==> src/rtl/flog_top_if.sv <==
// bfloat16 field widths and the operand/result bus of the FLOG log2 unit.
// The source drives operands through the master modport; the unit takes the slave side.
package flog_pkg;
  localparam int EXP_WIDTH   = 8;
  localparam int FRACT_WIDTH = 7;
endpackage

interface flog_top_if;
  import flog_pkg::*;

  logic                   sign;
  logic [EXP_WIDTH-1:0]   exponent;
  logic [FRACT_WIDTH-1:0] fractional;
  logic                   valid_i;
  logic                   s_res_o;
  logic [EXP_WIDTH-1:0]   e_res_o;
  logic [FRACT_WIDTH-1:0] f_res_o;
  logic                   valid_o;

  modport master (
    output sign, exponent, fractional, valid_i,
    input  s_res_o, e_res_o, f_res_o, valid_o
  );

  modport slave (
    input  sign, exponent, fractional, valid_i,
    output s_res_o, e_res_o, f_res_o, valid_o
  );
endinterface

==> src/rtl/flog_top.sv <==
// Pipelined bfloat16 log2: capture/decode, LUT + fixed-point add, normalize, round.
// Each operand appears on the outputs three edges after it is sampled.
module flog_top
  import flog_pkg::*;
(
  input  logic       clk,
  input  logic       rst,
  flog_top_if.slave  bus
);

  // round(log2(1+k/128)*2^16), computed at elaboration by repeated squaring
  function automatic logic [15:0] lut_entry(input int k);
    logic [63:0]  y;
    logic [127:0] sq;
    logic [23:0]  bits;
    logic [24:0]  rnd;
    y    = 64'h4000_0000_0000_0000 + (64'(k) << 55);
    bits = 24'h000000;
    for (int i = 23; i >= 0; i--) begin
      sq = 128'(y) * 128'(y);
      if (sq[125]) begin
        bits[i] = 1'b1;
        y       = sq[126:63];
      end else begin
        bits[i] = 1'b0;
        y       = sq[125:62];
      end
    end
    rnd = {1'b0, bits} + 25'd128;
    return rnd[23:8];
  endfunction

  function automatic logic [4:0] msb_pos(input logic [22:0] v);
    logic [4:0] p;
    p = 5'd0;
    for (int i = 0; i < 23; i++) begin
      if (v[i]) begin
        p = 5'(i);
      end else begin
        p = p;
      end
    end
    return p;
  endfunction

  logic [15:0] lut_s [128];

  for (genvar g = 0; g < 128; g++) begin : g_lut
    localparam logic [15:0] ENTRY = lut_entry(g);
    assign lut_s[g] = ENTRY;
  end

  // ---------------- stage 1: capture and special-case decode ----------------
  logic                   spec_s, sp_sign_s;
  logic [EXP_WIDTH-1:0]   sp_exp_s;
  logic [FRACT_WIDTH-1:0] sp_fract_s;

  // Zero/subnormal -> -inf, +inf -> +inf, NaN or negative -> canonical NaN
  always_comb begin
    spec_s     = 1'b1;
    sp_sign_s  = 1'b0;
    sp_exp_s   = {EXP_WIDTH{1'b1}};
    sp_fract_s = {1'b1, {(FRACT_WIDTH-1){1'b0}}};
    if (bus.exponent == {EXP_WIDTH{1'b0}}) begin
      sp_sign_s  = 1'b1;
      sp_fract_s = {FRACT_WIDTH{1'b0}};
    end else if (bus.exponent == {EXP_WIDTH{1'b1}}) begin
      if (!bus.sign && bus.fractional == {FRACT_WIDTH{1'b0}}) begin
        sp_fract_s = {FRACT_WIDTH{1'b0}};
      end else begin
        sp_fract_s = {1'b1, {(FRACT_WIDTH-1){1'b0}}};
      end
    end else if (bus.sign) begin
      sp_sign_s = 1'b0;
    end else begin
      spec_s = 1'b0;
    end
  end

  logic                   v1_r, spec1_r, sps1_r;
  logic [EXP_WIDTH-1:0]   exp1_r, spe1_r;
  logic [FRACT_WIDTH-1:0] fract1_r, spf1_r;

  // Stage 1 valid
  always_ff @(posedge clk or posedge rst) begin
    if (rst) v1_r <= 1'b0;
    else     v1_r <= bus.valid_i;
  end

  // Stage 1 data, loaded only with a sampled operand
  always_ff @(posedge clk or posedge rst) begin
    if (rst) begin
      spec1_r <= 1'b0; sps1_r <= 1'b0; spe1_r <= 8'h00; spf1_r <= 7'h00;
      exp1_r  <= 8'h00; fract1_r <= 7'h00;
    end else if (bus.valid_i) begin
      spec1_r <= spec_s; sps1_r <= sp_sign_s; spe1_r <= sp_exp_s; spf1_r <= sp_fract_s;
      exp1_r  <= bus.exponent; fract1_r <= bus.fractional;
    end
  end

  // ---------------- stage 2: LUT lookup and S = E*2^16 + L[k] ----------------
  logic [7:0]  exp_ofs_s;
  logic [23:0] sum_s;
  logic [22:0] mag_s;

  // Only the low 8 bits of E matter: S fits in 24-bit two's complement
  always_comb begin
    exp_ofs_s = exp1_r - 8'd127;
    sum_s     = {exp_ofs_s, 16'h0000} + {8'h00, lut_s[fract1_r]};
    if (sum_s[23]) mag_s = 23'(24'h000000 - sum_s);
    else           mag_s = 23'(sum_s);
  end

  logic                   v2_r, neg2_r, spec2_r, sps2_r;
  logic [22:0]            mag2_r;
  logic [EXP_WIDTH-1:0]   spe2_r;
  logic [FRACT_WIDTH-1:0] spf2_r;

  // Stage 2 valid
  always_ff @(posedge clk or posedge rst) begin
    if (rst) v2_r <= 1'b0;
    else     v2_r <= v1_r;
  end

  // Stage 2 data: sign and magnitude of S
  always_ff @(posedge clk or posedge rst) begin
    if (rst) begin
      neg2_r <= 1'b0; mag2_r <= 23'd0;
      spec2_r <= 1'b0; sps2_r <= 1'b0; spe2_r <= 8'h00; spf2_r <= 7'h00;
    end else if (v1_r) begin
      neg2_r <= sum_s[23]; mag2_r <= mag_s;
      spec2_r <= spec1_r; sps2_r <= sps1_r; spe2_r <= spe1_r; spf2_r <= spf1_r;
    end
  end

  // ---------------- stage 3: normalize ----------------
  logic [4:0]  p_s;
  logic [21:0] norm_s;
  logic        zero_s;

  // Left-justify M so its leading one sits just above bit 21
  always_comb begin
    p_s    = msb_pos(mag2_r);
    zero_s = (mag2_r == 23'd0);
    norm_s = 22'(mag2_r << (5'd22 - p_s));
  end

  logic                   v3_r, neg3_r, zero3_r, spec3_r, sps3_r;
  logic [4:0]             p3_r;
  logic [21:0]            norm3_r;
  logic [EXP_WIDTH-1:0]   spe3_r;
  logic [FRACT_WIDTH-1:0] spf3_r;

  // Stage 3 valid
  always_ff @(posedge clk or posedge rst) begin
    if (rst) v3_r <= 1'b0;
    else     v3_r <= v2_r;
  end

  // Stage 3 data
  always_ff @(posedge clk or posedge rst) begin
    if (rst) begin
      neg3_r <= 1'b0; zero3_r <= 1'b0; p3_r <= 5'd0; norm3_r <= 22'd0;
      spec3_r <= 1'b0; sps3_r <= 1'b0; spe3_r <= 8'h00; spf3_r <= 7'h00;
    end else if (v2_r) begin
      neg3_r <= neg2_r; zero3_r <= zero_s; p3_r <= p_s; norm3_r <= norm_s;
      spec3_r <= spec2_r; sps3_r <= sps2_r; spe3_r <= spe2_r; spf3_r <= spf2_r;
    end
  end

  // ---------------- round and select into the output registers ----------------
  logic                   inc_s, res_sign_s;
  logic [7:0]             rnd_s;
  logic [EXP_WIDTH-1:0]   res_exp_s;
  logic [FRACT_WIDTH-1:0] res_fract_s;

  // Round to nearest even; a fraction carry bumps the exponent and wraps the fraction to 0
  always_comb begin
    inc_s = norm3_r[14] & ((|norm3_r[13:0]) | norm3_r[15]);
    rnd_s = {1'b0, norm3_r[21:15]} + {7'd0, inc_s};
    if (spec3_r) begin
      res_sign_s  = sps3_r;
      res_exp_s   = spe3_r;
      res_fract_s = spf3_r;
    end else if (zero3_r) begin
      res_sign_s  = 1'b0;
      res_exp_s   = 8'h00;
      res_fract_s = 7'h00;
    end else begin
      res_sign_s  = neg3_r;
      res_exp_s   = 8'd111 + {3'b000, p3_r} + {7'd0, rnd_s[7]};
      res_fract_s = rnd_s[6:0];
    end
  end

  logic                   valid_r, s_res_r;
  logic [EXP_WIDTH-1:0]   e_res_r;
  logic [FRACT_WIDTH-1:0] f_res_r;

  // Output valid
  always_ff @(posedge clk or posedge rst) begin
    if (rst) valid_r <= 1'b0;
    else     valid_r <= v3_r;
  end

  // Output data holds the last result between valid stages
  always_ff @(posedge clk or posedge rst) begin
    if (rst) begin
      s_res_r <= 1'b0; e_res_r <= 8'h00; f_res_r <= 7'h00;
    end else if (v3_r) begin
      s_res_r <= res_sign_s; e_res_r <= res_exp_s; f_res_r <= res_fract_s;
    end
  end

  assign bus.valid_o = valid_r;
  assign bus.s_res_o = s_res_r;
  assign bus.e_res_o = e_res_r;
  assign bus.f_res_o = f_res_r;

endmodule

==> src/flat_wrapper.sv <==
// flat-port wrapper written by rule: the top's interface ports become plain ports
module flog_top_flat import flog_pkg::*;
  (clk, rst, bus_sign, bus_exponent, bus_fractional, bus_valid_i, bus_s_res_o, bus_e_res_o, bus_f_res_o, bus_valid_o);
  flog_top_if bus_i ();
  input  logic clk;
  input  logic rst;
  input wire logic [$bits(bus_i.sign)-1:0] bus_sign;
  input wire logic [$bits(bus_i.exponent)-1:0] bus_exponent;
  input wire logic [$bits(bus_i.fractional)-1:0] bus_fractional;
  input wire logic [$bits(bus_i.valid_i)-1:0] bus_valid_i;
  output wire logic [$bits(bus_i.s_res_o)-1:0] bus_s_res_o;
  output wire logic [$bits(bus_i.e_res_o)-1:0] bus_e_res_o;
  output wire logic [$bits(bus_i.f_res_o)-1:0] bus_f_res_o;
  output wire logic [$bits(bus_i.valid_o)-1:0] bus_valid_o;
  assign bus_i.sign = bus_sign;
  assign bus_i.exponent = bus_exponent;
  assign bus_i.fractional = bus_fractional;
  assign bus_i.valid_i = bus_valid_i;
  assign bus_s_res_o = bus_i.s_res_o;
  assign bus_e_res_o = bus_i.e_res_o;
  assign bus_f_res_o = bus_i.f_res_o;
  assign bus_valid_o = bus_i.valid_o;
  flog_top u_core (.clk(clk), .rst(rst), .bus(bus_i));
endmodule
==> config.mk <==
export PLATFORM = sky130hd
export DESIGN_NAME = flog_top_flat
export DESIGN_NICKNAME = d
export VERILOG_FILES = /design/src/rtl/flog_top_if.sv /design/src/rtl/flog_top.sv /design/src/flat_wrapper.sv
export SDC_FILE = /design/constraint.sdc
export NUM_CORES = 1
export LEC_CHECK = 0
export ABC_AREA = 1
export CAP_MARGIN = 20
export CORE_UTILIZATION = 30
export CTS_CLUSTER_DIAMETER = 60
export DETAILED_ROUTE_END_ITERATION = 16
export GPL_TIMING_DRIVEN = 1
export PLACE_DENSITY = 0.56
export SKIP_CTS_REPAIR_TIMING = 1
export SLEW_MARGIN = 25
export SYNTH_ARGS = -nofsm -noshare
export SYNTH_HDL_FRONTEND = slang
export SYNTH_SLANG_ARGS = --single-unit
==> constraint.sdc <==
create_clock -name clk -period 5 [get_ports clk]
set_clock_uncertainty 0.15 [all_clocks]
set_input_delay 0.75 -clock clk [delete_from_list [all_inputs] [get_ports clk]]
set_output_delay 0.75 -clock clk [all_outputs]
set_load 0.02 [all_outputs]
After elaboration in Yosys (flattened, before gate mapping)
Memory sizes are Yosys's and may differ from the RTL's.
Cells that the tools add are included.
{"block": "totals", "regBits": 118, "rom_bits": 2048, "in_bits": 19, "elab_cells": 85, "n_memories": 1}
{"block": "op_classes", "n_addsub": 7, "order_cmp": 1, "eq_ne": 1, "shift": 1, "n_mux": 38, "n_bitwise": 3, "reduce_logical": 6}
{"name": "(name not given)", "words": 128, "word_bits": 16, "rd": 1, "rd_ports_with_merged_regs": 0, "write_ports": 0, "line": "flog_top.sv:109", "text": "sum_s = {exp_ofs_s, 16'h0000} + {8'h00, lut_s[fract1_r]};"}
{"cell": "5-bit 2-to-1 mux", "n": 7}
{"cell": "7-bit 2-to-1 mux", "n": 5}
{"cell": "16-bit 2-to-1 mux", "n": 2}
{"cell": "4-bit 2-to-1 mux", "n": 8}
{"cell": "24-bit by 16-bit adder with 24-bit output", "n": 1}
{"cell": "23-bit logical NOT", "n": 1}
{"cell": "23-bit 2-to-1 mux", "n": 1}
{"cell": "23-bit by 5-bit << shifter with 22-bit output", "n": 1}
{"cell": "1-bit by 23-bit subtractor with 23-bit output (first input constant)", "n": 1}
{"cell": "8-bit 2-to-1 mux", "n": 2}
{"cell": "14-bit OR reduction", "n": 1}
{"cell": "3-bit 2-to-1 mux", "n": 4}
{"cell": "7-bit by 1-bit adder with 8-bit output", "n": 1}
{"cell": "7-bit by 5-bit adder with 8-bit output (first input constant)", "n": 1}
{"cell": "8-bit by 1-bit adder with 8-bit output", "n": 1}
{"cell": "8-bit == test (second input constant)", "n": 1}
{"cell": "8-bit greater-or-equal comparator (second input constant)", "n": 1}
{"cell": "8-bit logical NOT", "n": 1}
{"cell": "7-bit inverter with 8-bit output", "n": 1}
{"cell": "8-bit by 7-bit subtractor with 8-bit output (second input constant)", "n": 1}
{"cell": "7-bit logical NOT", "n": 1}
{"cell": "1-bit 2-to-1 mux", "n": 7}
{"cell": "5-bit subtractor (first input constant)", "n": 1}
{"cell": "2-bit 2-to-1 mux", "n": 2}
{"cell": "4 further kinds", "n": 4}

Depth between registers and ports, before layout
{"block": "depth", "word_depth": 24, "mapped_depth": 34, "depth_no_buf": 31}

Worst setup path before layout
OpenSTA, ideal clock, no wires.
{"block": "synth_path", "path_type": "flip-flop to flip-flop", "start": "register u_core.fract1_r[0]", "end": "register u_core.mag2_r[22]", "setup_time_ns": 0.130, "arrival_time_ns": 3.134, "setup_slack_ns": 1.586, "path_stages_with_launch": 23, "path_buffers": 0, "synth_period_minus_slack_ns": 3.414, "path_cell_list": "dfrtp_1 -> inv_1 -> ha_1 -> inv_1 -> ha_1 -> nor2_1 -> nor2_1 -> o21ai_0 -> nand3_1 -> nand3_1 -> nand2_1 -> inv_1 -> ha_1 -> inv_1 -> nor3_4 -> nand2_2 -> nor2_4 -> nand2_1 -> nand2_2 -> o21ai_2 -> a21oi_2 -> xor2_1 -> o21ai_1"}
{"block": "synth_via", "elab_chain_cells": 7}
{"element": "from (decl)", "line": "flog_top.sv:82", "text": "logic [FRACT_WIDTH-1:0] fract1_r, spf1_r;"}
{"element": "from (signal assigned)", "line": "flog_top.sv:97", "text": "exp1_r <= bus.exponent; fract1_r <= bus.fractional;"}
{"element": "7-bit inverter with 8-bit output (implied by the code) (*)", "line": "flog_top.sv:109"}
{"element": "memory 128 x 16 bit (*)"}
{"element": "16-bit 2-to-1 mux (implied by the code) (*) (2 in series)", "line": "flog_top.sv:109"}
{"element": "24-bit by 16-bit adder with 24-bit output (*)", "line": "flog_top.sv:109"}
{"element": "1-bit by 23-bit subtractor with 23-bit output", "line": "flog_top.sv:110", "text": "if (sum_s[23]) mag_s = 23'(24'h000000 - sum_s);"}
{"element": "23-bit 2-to-1 mux (*)", "line": "flog_top.sv:110"}
{"element": "to (signal assigned)", "line": "flog_top.sv:131", "text": "neg2_r <= sum_s[23]; mag2_r <= mag_s;"}
{"element": "to (decl)", "line": "flog_top.sv:115", "text": "logic [22:0] mag2_r;"}
Mark *: on every way between the ends. The rest lies on a longest branch, timed or not. The select of a mux whose other input is x is not followed.
A chain may end at the register's enable or synchronous reset.

Worst setup path in the final report
Ends and elaborated chain as after synthesis.

==> summary.txt <==
Run status
  • Outcome: finished clean

Worst setup path
  • Worst Path Buf+Inv: 4
  • WS Path Type: register to register
  • Slowest cell on crit path: dfrtp_1
  • Req. time, crit path: 5.06 ns
  • Worst Path Arrival: 4.26 ns
  • Most frequent CP cell: inv_1
  • Crit-path cells: inv_1 > ha_1 > inv_1 > ha_1 > nor2_1 > nor2_1 > o21ai_0 > nand3_1 > nand3_1 > nand2_1 > inv_1 > ha_1 > inv_1 > nor3_4 > nand2_2 > nor2_4 > nand2_1 > nand2_2 > o21ai_2 > a21oi_2 > xor2_1 > o21ai_1
  • CP endpoint kind: register
  • Slowest stage delay, CP: 0.52 ns
  • Crit Path Max Fanout: 10
  • Startpoint types: register
  • Crit path max-delay family: simple AND/OR/NAND/NOR gates

Global routing
  • Gr usage total: 19.7%
  • Total gr overflow: 0
  • Initial antenna violation count: 0
  • Pin count of the biggest net entering global routing: 56
  • First-pass GRT wire length: 44,900 um
  • Vias in the first global route: 8,292

Synth
  • Syn Inst Count: 1,254
  • Count leader, synth: nand2_1
  • Yosys cell types: 63
  • Post-Syn Nets: 1,311
  • Ys Warns: 0
  • FFs w/ async S/R, synth: 100%
  • Synth area leader: dfrtp_1
  • Main synth FF type: dfrtp_1
  • Most common library cells after synthesis: nand2_1, nand3_1, dfrtp_1
  • Area contributors post-synth: dfrtp_1, nand2_1, nand3_1
  • Post-synth top area share: 29.5%
  • Mean post-synth cell area: 6.76 sq um
  • Post-synth EDFFs: 0
  • Register area share after synthesis: 29.5%
  • Post-Syn Area: 8480 sq um
  • Synth Register Bits: 100

Drt
  • First-pass iteration count of the detailed router: 8
  • Via count: 8,727
  • Routed WL: 27,600 um
  • Routed len/inst: 16.9 um
  • # DRC: 0
  • Starting DRT DRC Count: 911
  • Routed Antenna Nets: 0
  • Vias per Instance: 5.34

Layout
  • Syn-to-layout area delta: 10.4%
  • Layout cells sized above 1: 7.32%
  • Antenna Cells: 0
  • Nets: 1,310
  • Fill count: 3,090

Clock tree
  • Clock Latency Late Sink: 0.35 ns
  • Clock Path Buffers: 2
  • TritonCTS clock tree: done
  • Clock sink count: 100
  • Cts bufs inserted: 9
  • CTS clk-pin slew, worst paths: 0.07 ns
  • Htree depth: 3
  • Root Buffer Master: clkbuf_16

Placement
  • Place WS: 0.936 ns
  • DP HPWL: 20,900 um
  • Gpl congestion: 1.00
  • # port buffers: 35

Timing
  • Fmax: 0.238 GHz
  • TNS Setup: 0 ns
  • Final Cycle Share: 84.0%
  • # setup viols final: 0
  • Unrepaired setup endpoints after global routing: no
  • Worst slew pin tran: 0.954 ns
  • Min Tclk post-route: 4.20 ns
  • Final Hold Violating Endpoints: 0
  • Relative slew slack: 36.4%
  • Final slew viol count: 0
  • Final WS setup: 0.800 ns

Floorplan
  • Die width: 170 um
  • Die area: 29,000 sq um
  • Starting Density: 30.5%
  • Rows: 61
  • Die Ht: 170 um
  • I/O Pins: 36
  • Total core area: 27,800 sq um

Run
  • Number of max-cap violations: 0

Power
  • Power consumption: 3750 uW
  • Pleak: 0.00436 uW
  • Pwr/cell area: 401 nW/um^2
  • Worst vdd ir: 0.152 mV

Worst hold path
  • Type of the most critical hold path: register to register
final timing paths:
check	start	to	slack, ns	cells after the start
setup / recovery	u_core.fract1_r[0]	u_core.mag2_r[22]	0.80	22
hold / removal	u_core.spe1_r[0]	u_core.spe1_r[0]	0.29	2
setup reg to reg	u_core.fract1_r[0]	u_core.mag2_r[22]	0.80	22
hold reg to reg	u_core.spe1_r[0]	u_core.spe1_r[0]	0.29	2
max in group asynchronous	rst	u_core.sps2_r	3.18	3
min in group asynchronous	rst	u_core.bus.valid_o	0.59	2
flip-flops by register name, indices dropped and copies added (netlist names), 5 cells and up:
name / flops
u_core.bus.f_res_o: 7
u_core.norm3_r: 22
u_core.fract1_r: 7
u_core.p3_r: 5
u_core.mag2_r: 23
u_core.exp1_r: 8
u_core.bus.e_res_o: 8
power breakdown:
| part | switching, uW | leakage [uW] | total (uW) | internal [uW] |
|---|---|---|---|---|
| combinational | 1270 | 0.00300 | 1910 | 640 |
| clock | 329 | 0.000139 | 674 | 345 |
| sequential | 165 | 0.00122 | 1160 | 1000 |
| total | 1770 | 0.00436 | 3750 | 1990 |
layout make-up:
cell class | instances | area [sq um] | share of cell area [%]
clock buffers | 9 | 225 | 2.41
clock inverters | 6 | 60.1 | 0.641
inverters | 117 | 447 | 4.77
multi-input cells | 975 | 5190 | 55.5
flip-flops and latches | 100 | 2500 | 26.7
well taps | 378 | 473 | 5.05
repair buffers | 50 | 463 | 4.94
routing by layer:
| layer | global-route usage (%) | part of all wire [%] | wire [um] | vias up |
|---|---|---|---|---|
| met3 | 3.44 | 7.3 | 2030 | 67 |
| met1 | 27.9 | 47 | 13100 | 4068 |
| met5 | 0 | 0 | 0 | - |
| met2 | 29.5 | 42 | 11600 | 347 |
| li1 | - | - | - | 4245 |
| met4 | 7.17 | 3.4 | 937 | 0 |
stage by stage:
stage | hold WS (ns) | area (sq um) | utilization (%) | cells
after floorplan | 0.222 | 8480 | - | 1254
after global placement | 0.273 | 9080 | 32.7 | 1620
after detailed placement | 0.278 | 9080 | 32.7 | 1620
after CTS | 0.295 | 9360 | 33.7 | 1635
after global routing | 0.340 | 9360 | 33.7 | 1635
final | 0.290 | 9360 | 33.7 | 1635
worst register-to-register path, delay by kind of cell (launching register included):
| kind | cells | cell delay (ns) |
|---|---|---|
| buffers and inverters | 4 | 0.62 |
| DFF | 1 | 0.52 |
| AOI/OAI and AO/OA | 4 | 0.49 |
| xor gates and xnor gates | 1 | 0.16 |
| adders and majority gates | 3 | 0.99 |
| and+or+nand+nor | 10 | 1.13 |
layout by cell type, fill, tap and decap left out, drive strengths merged, types with 2 or more instances in the layout:
master,instances
nand3,144
a21oi,52
nor4,10
o22ai,8
and2,4
o31ai,10
o211ai,24
nand3b,3
o221ai,2
inv,117
a31oi,8
or2,8
clkbuf,9
nand4,13
o21ai,134
a211oi,3
o2111ai,2
fa,3
clkdlybuf4s50,35
a22o,7
nor2,101
ha,35
dfrtp,100
clkinv,6
o311ai,3
xnor2,5
nand2,342
a221o,2
a22oi,6
buf,15
nor3,16
xor2,20
a32oi,2
cells by family after synthesis:
kind of cell / count (synthesis) / synth area share [%]
AOI/OAI and AO/OA: 270 / 19.3
buffers and inverters: 179 / 9.28
and+or+nand+nor: 642 / 33.5
DFF: 100 / 29.5
adders and majority gates: 38 / 5.87
xor gates and xnor gates: 25 / 2.58
Note: power is estimated with default switching activity, not from simulation.
